File: src/rtl/pipe_ctrl.sv
// ============================================================================
// Module   : pipe_ctrl
// Purpose  : Pipeline stall/bubble merge, flush sequencing with redirect PC,
//            post-flush stall drain window and stall watchdog.
// Revision : 1.0 - initial release
// ============================================================================
`default_nettype none

module pipe_ctrl #(
    parameter int                 STAGES    = 6,
    parameter int                 NREQ      = 2,
    parameter int                 LW        = 3,
    parameter logic [NREQ*LW-1:0] REQ_LEVEL = {3'd4, 3'd3},
    parameter int                 PC_W      = 32,
    parameter int                 DRAIN     = 1,
    parameter int                 WDOG      = 1023
) (
    input  logic              clk,
    input  logic              rst,
    input  logic [NREQ-1:0]   stall_req,
    input  logic              flush_req,
    input  logic [PC_W-1:0]   flush_pc,
    output logic [STAGES-1:0] stall,
    output logic [STAGES-1:0] bubble,
    output logic              flush,
    output logic [PC_W-1:0]   new_pc,
    output logic              stall_timeout
);

    localparam int c_DRAIN_W = (DRAIN > 0) ? $clog2(DRAIN + 1) : 1;
    localparam int c_WD_W    = $clog2(WDOG + 1);

    localparam logic [1:0] c_IDLE  = 2'd0;
    localparam logic [1:0] c_FLUSH = 2'd1;
    localparam logic [1:0] c_DRAIN = 2'd2;

    logic [1:0]           r_state;
    logic [1:0]           w_state_nxt;
    logic [c_DRAIN_W-1:0] r_drain_cnt;
    logic [c_DRAIN_W-1:0] w_drain_nxt;
    logic [PC_W-1:0]      r_new_pc;
    logic [c_WD_W-1:0]    r_wdog_cnt;
    logic [c_WD_W-1:0]    w_wdog_nxt;
    logic                 r_timeout;
    logic                 w_mask;
    logic [LW-1:0]        w_level;

    // Requests are ignored outside IDLE and while reset is held low.
    assign w_mask = (r_state != c_IDLE) || !rst;

    always_comb begin
        w_level = '0;
        for (int i = 0; i < NREQ; i++) begin
            if (stall_req[i] && !w_mask && (REQ_LEVEL[i*LW +: LW] > w_level)) begin
                w_level = REQ_LEVEL[i*LW +: LW];
            end
        end
    end

    for (genvar k = 0; k < STAGES; k++) begin : g_bus
        assign stall[k] = (w_level > LW'(k));
        if (k == 0) begin : g_first
            assign bubble[k] = 1'b0;
        end else begin : g_rest
            assign bubble[k] = (w_level == LW'(k));
        end
    end

    always_comb begin
        w_state_nxt = r_state;
        w_drain_nxt = r_drain_cnt;
        if (flush_req) begin
            w_state_nxt = c_FLUSH;
            w_drain_nxt = '0;
        end else begin
            case (r_state)
                c_FLUSH: begin
                    if (DRAIN > 0) begin
                        w_state_nxt = c_DRAIN;
                        w_drain_nxt = c_DRAIN_W'(DRAIN);
                    end else begin
                        w_state_nxt = c_IDLE;
                    end
                end
                c_DRAIN: begin
                    if (r_drain_cnt <= c_DRAIN_W'(1)) begin
                        w_state_nxt = c_IDLE;
                        w_drain_nxt = '0;
                    end else begin
                        w_drain_nxt = r_drain_cnt - c_DRAIN_W'(1);
                    end
                end
                default: begin
                    w_state_nxt = c_IDLE;
                end
            endcase
        end
    end

    always_comb begin
        w_wdog_nxt = r_wdog_cnt;
        if (stall == '0) begin
            w_wdog_nxt = '0;
        end else if (r_wdog_cnt != c_WD_W'(WDOG)) begin
            w_wdog_nxt = r_wdog_cnt + c_WD_W'(1);
        end
    end

    always_ff @(posedge clk or negedge rst) begin
        if (!rst) begin
            r_state     <= c_IDLE;
            r_drain_cnt <= '0;
            r_new_pc    <= '0;
            r_wdog_cnt  <= '0;
            r_timeout   <= 1'b0;
        end else begin
            r_state     <= w_state_nxt;
            r_drain_cnt <= w_drain_nxt;
            r_wdog_cnt  <= w_wdog_nxt;
            r_timeout   <= r_timeout | (w_wdog_nxt == c_WD_W'(WDOG));
            if (flush_req) begin
                r_new_pc <= flush_pc;
            end
        end
    end

    assign flush         = (r_state == c_FLUSH);
    assign new_pc        = r_new_pc;
    assign stall_timeout = r_timeout;

endmodule

`default_nettype wire
File: config.mk
export PLATFORM = sky130hd
export DESIGN_NAME = pipe_ctrl
export DESIGN_NICKNAME = d
export VERILOG_FILES = /design/src/rtl/pipe_ctrl.sv
export SDC_FILE = /design/constraint.sdc
export NUM_CORES = 1
export LEC_CHECK = 0
export BUFFER_PORTS_ARGS = -buffer_cell sky130_fd_sc_hd__buf_2
export CAP_MARGIN = 20
export CORE_MARGIN = 3
export CORE_UTILIZATION = 45
export CTS_CLUSTER_SIZE = 8
export DETAILED_ROUTE_END_ITERATION = 10
export PLACE_DENSITY = 0.8
export SLEW_MARGIN = 5
export SYNTH_ARGS = -nofsm -noshare
export SYNTH_HDL_FRONTEND = slang
export SYNTH_SLANG_ARGS = --single-unit
File: constraint.sdc
create_clock -name clk -period 2.8 [get_ports clk]
set_input_delay 0.56 -clock clk [delete_from_list [all_inputs] [get_ports clk]]
set_output_delay 0.56 -clock clk [all_outputs]
set_load 0.1 [all_outputs]
==> impl_metrics.yaml <==
synthesis:
  synth.avg_cell_area_sq_um: 12.8
  postSynthCellCount: 156
  ys_seq_area_share_pct: 56.2
  ys_seq_elements: 45
  synth_area_sq_um: 2000
  ys_async_sr_fraction_pct: 100
  synth_edf_count: 0
  ys.flop_type: "dfrtp_1"
  netlist-cell-type-count: 36
  ys_warn_count: 0
routing:
  avgViaCountPerCell: 5.19
  first_pass_iters: 4
  dr_total_vias: 1469
  drc: 0
  wl_um: 4250
  postRouteAntennaNets: 0
  first_iter_violations: 41
  wire_per_inst_um: 15.0
global_routing:
  grt_pass1_vias: 1529
  grt_max_degree: 46
  grt_overflow_total: 0
  grt_first_pass_wirelength_um: 7000
  grt_usage_pct: 17.5
  antenna_found_initial: 0
setup_path:
  worst_setup_path_end_kind: "output port"
  slowest_stage: "dfrtp_1"
  critical-path-max-stage-delay_ns: 0.39
  cp.required_ns: 2.24
  worst_ep_arrival_time_ns: 1.61
  crit_fanout: 3
  crit_path_start_kind: "register"
  worst-setup-path-type: "reg2out"
  crit_chain: "nor3b_1, o21ai_1, inv_1, buf_12"
place:
  dpl_cell_area_sq_um: 2480
  dp_hpwl_um: 3110
  place.gp.congestion: 0.889
  io_buffers: 76
clock_tree:
  post_cts_resized: 0
  clock_sinks: 45
  cts_root_buf: "clkbuf_8"
  cts_setup_buffers: 0
  clockBufferDepth: 2
  clk_latency_ns: 0.29
  htree_levels: 2
  cts_hold_buf: 0
  cts_buffers: 5
  path_clk_slew_ns: 0.08
  cts_tree: "yes"
sta:
  worst-slew-pin-transition_ns: 0.728
  slew_viol_final: 0
  max_freq_ghz: 0.461
  max_slew_margin_pct: 51.5
  tns_ns: 0
  hold_viol: 0
  rsz0062_at_grt: "false"
  skew_ns: 0.00300
  fin_crit_ns: 2.17
  setup_viol: 0
  post-route-period-util_pct: 77.4
cells_and_area:
  diodes: 0
  multiInputGateArea_sq_um: 793
  seqCellArea_sq_um: 1130
  layout-drive-gt1-share_pct: 52.8
  final_net_count: 270
  areaGrowthSynthToFinish_pct: 29.8
  final_util_pct: 62.7
  design_area_sq_um: 2600
  fillers: 324
outcome:
  status: "completed"
job:
  drv_cap: 0
floorplanning:
  coreArea_sq_um: 4140
  initial_core_util_pct: 48.3
  io_pins: 83
  dieArea_sq_um: 5290
  die_w_um: 72.7
  dieHeight_um: 72.7
  num_rows: 23
power:
  peakVddDrop_mv: 0.444
  leakage_nw: 1.19
  p_per_area_nw_per_um2: 701
worst_hold_path:
  hold_class: "in2async"
## worst paths after layout
path                                     from       endpoint  slack, ns  depth (start not counted)
worst max register to register  r_wdog_cnt[0]  stall_timeout       0.69                          6
worst max-delay path               r_state[0]       stall[0]       0.63                          4
min in group clk                stall_timeout  stall_timeout       0.46                          2
max in group asynchronous                 rst      new_pc[3]       2.08                          2
worst min-delay path                      rst     new_pc[26]       0.34                          2
worst min register to register  stall_timeout  stall_timeout       0.46                          2
## routing by layer
| metal | wire length, um | share of wire (%) | GRT usage (%) |
|---|---|---|---|
| met3 | 322 | 7.6 | 5.79 |
| met5 | 0 | 0 | 0 |
| met1 | 1780 | 42 | 22.4 |
| met2 | 2050 | 48 | 26.9 |
| met4 | 106 | 2.5 | 8.61 |
## state kept, by name (all words and copies together) (netlist names)
register       flops
stall_timeout      1
r_wdog_cnt        10
r_state            2
new_pc            32
## stage by stage
step | power, mW | instances | setup slack [ns] | hold slack, ns
final | 1.82 | 283 | 0.633 | 0.342
after global routing | 1.89 | 283 | 0.502 | 0.386
after CTS | 1.84 | 283 | 0.607 | 0.360
after detailed placement | 1.34 | 275 | 0.675 | 0.442
after global placement | 1.33 | 275 | 0.711 | 0.445
after floorplan | 1.22 | 161 | 0.0352 | 0.264
## final cells by class
cell class | instances | share of cell area (%)
clock buffers | 7 | 3.32
clock inverters | 1 | 1.16
inverters | 4 | 0.578
multi-input cells | 98 | 30.5
flip-flops and latches | 45 | 43.3
well taps | 50 | 2.41
repair buffers | 78 | 18.7
## cell usage after synthesis (all sizes together), types with 4 or more instances
library cell / n / area share (%)
clkbuf: 4 / 0.75
mux2: 32 / 18
nand3: 5 / 1.9
dfrtp: 45 / 56
inv: 4 / 0.75
nand2: 6 / 1.1
buf: 10 / 3.6
xnor2: 4 / 1.7
nor2: 10 / 1.9
nor3: 4 / 1.0
## worst max-delay path: cells and delay by family, from the launching register on
family | cells | cell delay, ns
buffers and inverters | 2 | 0.45
AO/OA/AOI/OAI | 1 | 0.17
AND/OR/NAND/NOR | 1 | 0.29
flip-flops | 1 | 0.39
## report_power, final
part           internal [mW]  switching (mW)
Combinational          0.109           0.490
Clock                  0.291           0.212
Sequential             0.698          0.0235
Total                   1.10           0.725
## cell families after synthesis
group                    after synthesis  synth area share [%]
flip-flops                            45                  56.2
AND/OR/NAND/NOR                       40                  11.1
multiplexers                          35                  19.5
buffers and inverters                 18                  5.06
AO/OA/AOI/OAI                         12                  5.56
XOR/XNOR                               4                  1.75
adder cells (fa/ha/maj)                1                 0.625
other                                  1                 0.187
## cells in the final DEF, fill, tap and decap left out, drive strengths merged
master  instances
nor3            4
o21ai           2
a21oi           1
or3             2
nor2b           2
o41ai           1
and2            1
nand2           6
nor2           10
dfrtp          45
clkbuf          7
and3b           1
nand4           3
nand2b          1
mux2           32
conb            6
mux2i           3
buf            78
inv             4
nor3b           2
a31oi           3
ha              1
a41oi           1
xnor2           4
bufinv          1
a211oi          1
and3            1
or4             1
a21bo           1
nor4            1
o21bai          1
nand3           5
o31ai           1
(Power assumes the default switching activity.)
